===== config.mk =====
export PLATFORM = sky130hd
export DESIGN_NAME = expr_gen
export DESIGN_NICKNAME = d
export VERILOG_FILES = /design/src/rtl/expr_pkg.sv /design/src/rtl/expr_char_enc.sv /design/src/rtl/expr_gen.sv
export SDC_FILE = /design/constraint.sdc
export NUM_CORES = 1
export LEC_CHECK = 0
export BUFFER_PORTS_ARGS = -buffer_cell sky130_fd_sc_hd__buf_2
export CAP_MARGIN = 20
export CORE_MARGIN = 8
export CORE_UTILIZATION = 49
export CTS_CLUSTER_DIAMETER = 200
export DETAILED_ROUTE_END_ITERATION = 8
export HOLD_SLACK_MARGIN = 0.05
export PLACE_DENSITY = 0.82
export REMOVE_ABC_BUFFERS = 1
export SYNTH_ARGS = -nofsm -noshare
export SYNTH_HDL_FRONTEND = slang
export SYNTH_SLANG_ARGS = --single-unit

===== constraint.sdc =====
create_clock -name clk -period 1.5 [get_ports clk]
set_input_delay 0.075 -clock clk [delete_from_list [all_inputs] [get_ports clk]]
set_output_delay 0.075 -clock clk [all_outputs]
set_load 0.005 [all_outputs]

===== src/rtl/expr_pkg.sv =====
// Shared constants and FSM state type for the expression character stream.
package expr_pkg;

  localparam logic [7:0] CH_0    = 8'h30;
  localparam logic [7:0] CH_PLUS = 8'h2B;
  localparam logic [7:0] CH_MUL  = 8'h2A;
  localparam logic [7:0] CH_NUL  = 8'h00;

  localparam logic OP_ADD = 1'b0;
  localparam logic OP_MUL = 1'b1;

  typedef enum logic [2:0] {
    IDLE,
    DIG,
    OP,
    NUL,
    FIN
  } state_t;

endpackage


===== src/rtl/expr_char_enc.sv =====
// Maps a digit value or an operator code onto its ASCII character.
module expr_char_enc
  import expr_pkg::*;
(
  input  logic       is_op,
  input  logic [3:0] digit,
  input  logic       op,
  output logic [7:0] ch
);

  always_comb begin
    ch = CH_0 + {4'h0, digit};
    if (is_op) ch = (op == OP_MUL) ? CH_MUL : CH_PLUS;
  end

endmodule


===== src/rtl/expr_gen.sv =====
// Serialises a latched digit/operator list into ASCII bytes over valid/ready.
// Optional EXPR_GEN_TERM_EN appends a NUL terminator byte after the last digit.
module expr_gen
  import expr_pkg::*;
#(
  parameter int unsigned MAX_TERMS = 8
) (
  input  logic                   clk,
  input  logic                   clr,
  input  logic                   start,
  input  logic [3:0]             num_terms,
  input  logic [4*MAX_TERMS-1:0] digits,
  input  logic [MAX_TERMS-2:0]   ops,
  input  logic                   out_ready,
  output logic                   out_valid,
  output logic [7:0]             out_char,
  output logic                   out_last,
  output logic                   busy,
  output logic                   done,
  output logic                   err
);

  localparam int unsigned IW = $clog2(MAX_TERMS);
  localparam logic [IW-1:0] IDX_ONE = 1;

  state_t                 state, nxt;
  logic [IW-1:0]          idx_q;
  logic [3:0]             nt_q;
  logic [4*MAX_TERMS-1:0] dig_q;
  logic [MAX_TERMS-2:0]   ops_q;
  logic                   err_q;

  logic                   req_ok;
  logic                   accept;
  logic                   is_last;
  logic [MAX_TERMS-1:0]   ops_ext;
  logic [3:0]             dig_sel;
  logic                   op_sel;
  logic [7:0]             enc_char;

  always_comb begin
    req_ok = 1'b1;
    if (num_terms == 4'd0 || 32'(num_terms) > MAX_TERMS) req_ok = 1'b0;
    for (int unsigned i = 0; i < MAX_TERMS; i++) begin
      if (i < 32'(num_terms) && digits[4*i +: 4] > 4'd9) req_ok = 1'b0;
    end
  end

  assign accept  = (state == IDLE) && start && req_ok;
  assign is_last = (4'(idx_q) == nt_q - 4'd1);
  // Pad so the last-term index never selects past the operator list.
  assign ops_ext = {1'b0, ops_q};
  assign dig_sel = dig_q[4*32'(idx_q) +: 4];
  assign op_sel  = ops_ext[idx_q];

  expr_char_enc u_enc (
    .is_op (state == OP),
    .digit (dig_sel),
    .op    (op_sel),
    .ch    (enc_char)
  );

  always_ff @(posedge clk) begin
    if (clr) begin
      state <= IDLE;
      idx_q <= '0;
      nt_q  <= '0;
      dig_q <= '0;
      ops_q <= '0;
      err_q <= 1'b0;
    end else begin
      state <= nxt;
      err_q <= (state == IDLE) && start && !req_ok;
      if (accept) begin
        nt_q  <= num_terms;
        dig_q <= digits;
        ops_q <= ops;
        idx_q <= '0;
      end else if (state == OP && out_ready) begin
        idx_q <= idx_q + IDX_ONE;
      end
    end
  end

  always_comb begin
    nxt       = state;
    out_valid = 1'b0;
    out_char  = 8'h00;
    out_last  = 1'b0;
    busy      = 1'b0;
    done      = 1'b0;
    case (state)
      IDLE: if (accept) nxt = DIG;
      DIG: begin
        out_valid = 1'b1;
        busy      = 1'b1;
        out_char  = enc_char;
`ifdef EXPR_GEN_TERM_EN
        if (out_ready) nxt = is_last ? NUL : OP;
`else
        out_last  = is_last;
        if (out_ready) nxt = is_last ? FIN : OP;
`endif
      end
      OP: begin
        out_valid = 1'b1;
        busy      = 1'b1;
        out_char  = enc_char;
        if (out_ready) nxt = DIG;
      end
      NUL: begin
        out_valid = 1'b1;
        busy      = 1'b1;
        out_char  = CH_NUL;
        out_last  = 1'b1;
        if (out_ready) nxt = FIN;
      end
      FIN: begin
        done = 1'b1;
        nxt  = IDLE;
      end
      default: nxt = IDLE;
    endcase
  end

  assign err = err_q;

endmodule


======== Word-level counts from Yosys, hierarchy flattened ========
Index checks and enable logic that the tools add are counted.
word-level totals
  bits in registers ....................... 50
  bits of input ports ..................... 47
  output and inout bits ................... 13
operators by class
  add/sub/neg operators ................... 3
  $lt $le $gt $ge ......................... 18
  eq/ne operators ......................... 9
  shifts and indexed selects .............. 1
  mux-type cells .......................... 23
  reduce and logical (&&, ||, !) cells .... 20
operator list
  operator                                                              number
  4-bit > comparator, second input constant                             9
  32-bit by 6-bit variable part select with 4-bit output                1
  3-bit by 4-bit < comparator with 1-bit output, first input constant   4
  8-bit two-way mux                                                     2
  3-bit two-way mux                                                     5
  1-bit two-way mux                                                     13
  1-bit logical AND                                                     12
  3-bit one-hot mux with 4 select lines                                 1
  1-bit by 4-bit < comparator with 1-bit output, first input constant   2
  2-bit by 4-bit < comparator with 1-bit output, first input constant   2
  2-bit != test, second input constant                                  4
  6-bit by 4-bit adder with 7-bit output, first input constant          1
  3-bit by 2-bit == test with 1-bit output, second input constant       2
  3-bit by 4-bit == test with 1-bit output                              1
  4-bit logical NOT                                                     1
  3-bit by 4-bit < comparator with 1-bit output, second input constant  1
  4-bit AND reduction                                                   1
  2-bit OR reduction                                                    2
  4-bit by 1-bit subtractor with 4-bit output, second input constant    1
  3-bit by 1-bit adder with 3-bit output, second input constant         1
  1-bit binary-select mux with 3-bit select                             1
  3-bit by 1-bit == test with 1-bit output, second input constant       1
  3-bit == test, second input constant                                  1
  3-bit logical NOT                                                     1
  4 further kinds                                                       4

======== Depth between registers and ports, before layout ========
  word-level depth ........................ 14
  depth in mapped cells ................... 7
  mapped depth without buffers ............ 7

======== Modules after synthesis ========
A second synthesis with hierarchy kept.
second synthesis, totals
  cell total of the unflattened synthesis .. 313
  area, all modules ....................... 3105.5 µm²
by module, submodules not included
  module         instances  cells an instance  area an instance (µm²)  sequential area each (µm²)
  expr_gen       1          302                3037.9                  1001.0
  expr_char_enc  1          11                 67.6                    0.0

======== Worst setup path before layout ========
No wires, ideal clock.
  kind .................................... register to output
  start ................................... register state[1]
  end ..................................... output port out_char[0]
  arrival ................................. 1489 ps
  path slack .............................. -64 ps
  stages on the path, launching flop included .. 6
  path buffers ............................ 1
  cell sequence ........................... dfxtp_1 > clkbuf_1 > or3b_2 > nor2_1 > a211oi_1 > a311oi_1
between the ends
  longest elaborated chain between the ends .. 3
RTL lines
  item                                                                                                  line                            source
  start: declaration                                                                                    expr_gen.sv:26                  state_t state, nxt;
  start signal: assignment                                                                              expr_gen.sv:72                  state <= nxt;
  3-bit by 2-bit == test with 1-bit output or 3-bit by 1-bit == test with 1-bit output (tied branches)  expr_gen.sv:57, expr_gen.sv:92
  8-bit two-way mux or 2-bit OR reduction (tied branches)                                               -
  8-bit two-way mux (*)                                                                                 expr_gen.sv:92                  case (state)
  end: declaration                                                                                      expr_gen.sv:16                  output logic [7:0] out_char,
Every way passes the cells marked *; elsewhere a longest branch is shown, timed or not.

======== Worst setup path after layout ========
  start ................................... register idx_q[0]
  end ..................................... output port out_char[0]
between the ends
  longest elaborated chain between the ends .. 5
RTL lines
  item                                                                            line                 source
  start: declaration                                                              expr_gen.sv:27       logic [IW-1:0] idx_q;
  start signal: assignment                                                        expr_gen.sv:80       idx_q <= idx_q + IDX_ONE;
  branches (longest 3 deep; another with 6-bit by 4-bit adder with 7-bit output)  -
  8-bit two-way mux (*)                                                           expr_char_enc.sv:13  if (is_op) ch = (op == OP_MUL) ? CH_MUL : CH_PLUS;
  8-bit two-way mux (*)                                                           expr_gen.sv:92
Every way passes the cells marked *. The select of a mux whose other input is x is not followed.

==> flow_metrics.tcl <==
set metrics [dict create \
    status "finished, violations left" \
    violations "negative setup slack" \
    drv_slew 0 \
    power_frac_seq_pct 49.7 \
    fp.dieW_microns 90.63 \
    fp.dieH_microns 90.63 \
    grt_max_degree 42 \
    crit_slowest_cell "mux4_2" \
    synth_top_area_cell "dfxtp_1" \
    power.internal_uw 2079 \
    switching_share_pct 24.17 \
    fin_crit_sh_pct 124.4 \
    stdcell_area_sq_um 3814 \
    antenna_found_initial 0 \
    synth_edf_count 0 \
    cts_sinks 50 \
    nets 448 \
    setup_violations 6 \
    synth_cell_type_count 44 \
    route.detailed.drc 0 \
    path_cells "mux4_2 > nor2_2 > a211oi_2 > a311oi_1 > buf_2" \
    yosysWarnings 0 \
    area_growth_pct 39.75 \
    placed_area_sq_um 3269 \
    leakage_uw 0.001835 \
    synth_seq_cells 50 \
    antenna_left 0 \
    drt_iter0_markers 140 \
    avgRoutedWirePerCell_microns 15.42 \
    dpl.hpwl_mm 4.919 \
    final_core_util_pct 70.12 \
    start_util_pct 50.17 \
    num_rows 27 \
    path_max_fanout 4 \
    final.setup.tns_ns -1.527 \
    path_buf_inv 1 \
    hold_depth 3 \
    criticalPathCategory "flop to primary output" \
    hold_path.class "primary input to flop" \
    cts_buffers 5 \
    fin_crit_ns 1.865 \
    yosysSeqAreaShare_pct 36.68 \
    synth_area_leaders "dfxtp_1, mux2i_1, nand2b_1" \
    clock_skew_ns 0.004734 \
    max_freq_mhz 536.1 \
    combPwrFrac_pct 15.0 \
    drv_cap 0 \
    path_depth 5 \
    pin_count 60 \
    cts_tree "done" \
    p_clk_share_pct 35.2 \
    p_per_area_nw_per_um2 718.9 \
    setup_ws_ns -0.3654 \
    vias 2476 \
    final-hold-violation-count 0 \
    rsz0062_at_grt "true" \
    synth_cells 290 \
    place_congestion 0.8047 \
    vdd_ir_drop_max_mv 0.4719 \
    die_area_sq_um 8213 \
    ff2ff_path_depth 7 \
    end_kind "primary output" \
    slowest_delay_ns 0.51 \
    netlist_area_sq_um 2729 \
    async_reset_ff_share_pct 0 \
    crit_family "multiplexers" \
    dr.pass1.iters 4 \
    cts_root_buf "clkbuf_8" \
    grt_pass1_vias 2538 \
    gr-total-overflow 0 \
    io_buffers 57 \
    drive_gt1_share_pct 32.50 \
    worstPathRequired_ns 1.42 \
    avgSynthCellArea_sq_um 9.410 \
    clockBufferDepth 2 \
    grt_usage_pct 17.56 \
    clk_latency_ns 0.30 \
    synth_flop_cell "dfxtp_1" \
    critPathArrivalTime_ns 1.79 \
    clk_pin_slew_worst_paths_ns 0.09 \
    p_sw_uw 662.7 \
    htreeDepth 2 \
    startpoint_type "flop" \
    routed_wl_mm 7.295 \
    grt_pass1_wl_mm 11.94 \
    vias_per_cell 5.235 \
    coreArea_sq_um 5439 \
    synth_top_area_share_pct 36.68 \
]
[state kept, by name (all words and copies together), names as in the netlist]
register	cells
nt_q	4
ops_q	7
err	1
state	3
idx_q	3
dig_q	32
[cells in the final DEF, fill, tap and decap left out, drive strengths merged, types with 2 or more instances in the layout]
| master | synthesis | layout |
|---|---|---|
| nand2b | 44 | 44 |
| nand3 | 4 | 4 |
| dfxtp | 50 | 50 |
| dlygate4sd3 | 0 | 33 |
| o221ai | 2 | 2 |
| nand3b | 2 | 2 |
| buf | 10 | 91 |
| a311oi | 2 | 2 |
| mux4 | 9 | 9 |
| ha | 2 | 2 |
| a211oi | 2 | 2 |
| nor2 | 10 | 10 |
| xor2 | 6 | 6 |
| o21ai | 5 | 5 |
| nand2 | 50 | 50 |
| o211ai | 3 | 3 |
| nor3 | 2 | 2 |
| inv | 5 | 6 |
| mux2i | 48 | 48 |
| a21oi | 3 | 3 |
| clkbuf | 13 | 5 |
| conb | 1 | 2 |
[metrics by stage]
step	hold WS (ns)	setup WS, ns	cells	total power (uW)
6_report	0.06106	-0.3654	473	2742
5_1_grt	0.06104	-0.4580	472	2861
4_1_cts	0.05242	-0.3722	473	2751
3_5_place_dp	0.3261	-0.1584	429	1723
3_3_place_gp	0.3229	-0.1847	429	1717
2_1_floorplan	0.1478	-0.2906	268	1544
[worst register-to-register path: stages, from the launching register on]
cell     delay, ns
dfxtp_2       0.34
inv_2         0.04
ha_4          0.15
xor2_2        0.15
o31ai_2       0.24
a31oi_2       0.13
buf_4         0.16
a41o_1        0.21
[cell families after synthesis]
logic type	share of synthesized area (%)
AOI/OAI and AO/OA	6.970
adders and majority gates	0.9169
other	0.1374
muxes	25.03
xor gates and xnor gates	2.247
and+or+nand+nor	22.61
buffers and inverters	5.410
DFF	36.68
[power groups by stage]
stage               clock network (uW)  logic, uW  registers, uW
floorplan                            0        151           1390
global placement                     0        322           1390
detailed placement                   0        328           1400
CTS                                986        401           1360
global route                      1050        446           1370
finish                             966        412           1360
[cells in the mapped netlist (2+ instances only)]
library cell and count:
dfxtp_1 50, inv_1 4, buf_6 4, mux4_2 9, nand2_1 49, nand3_1 4
buf_4 3, mux2i_1 48, xor2_1 6, nor3_1 2, ha_1 2, o211ai_1 3
nor2_1 10, nand2b_1 44, nand3b_1 2, clkbuf_1 13, a211oi_1 2, o221ai_1 2
o21ai_0 5, a21oi_1 3, buf_1 2
[cell type report]
| class | instances | area, sq um |
|---|---|---|
| flip-flops and latches | 50 | 1010 |
| clock inverters | 3 | 43.79 |
| repair buffers | 124 | 935.9 |
| clock buffers | 5 | 68.82 |
| diodes | 1 | 2.502 |
| inverters | 5 | 18.77 |
| fillers | 381 | 1625 |
| well taps | 72 | 90.09 |
| multi-input cells | 213 | 1644 |
[what timing repair did]
action                                  in CTS  in global routing
hold endpoints to repair                    33                  0
hold buffers                                33                  0
resized for setup                           19                  8
pin swaps                                   11                  6
gates cloned                                 0                  0
buffers inserted                             3                  1
endpoints found under the setup margin      20                 19
[path summary, 6_finish.rpt]
path | end | from | slack [ns]
max | out_char[0] | idx_q[0] | -0.37
min | dig_q[14] | digits[14] | 0.06
max reg2reg | state[1] | nt_q[1] | -0.01
min reg2reg | dig_q[4] | dig_q[4] | 0.46
[metal layers]
layer	up-vias	part of all wire, %	global-route usage [%]
met2	74	50	30.39
met3	17	4.6	3.990
li1	1215	-	-
met1	1170	42	20.12
met5	-	0	0
met4	0	2.6	7.628
No activity file was read; power rests on OpenSTA's default activity.
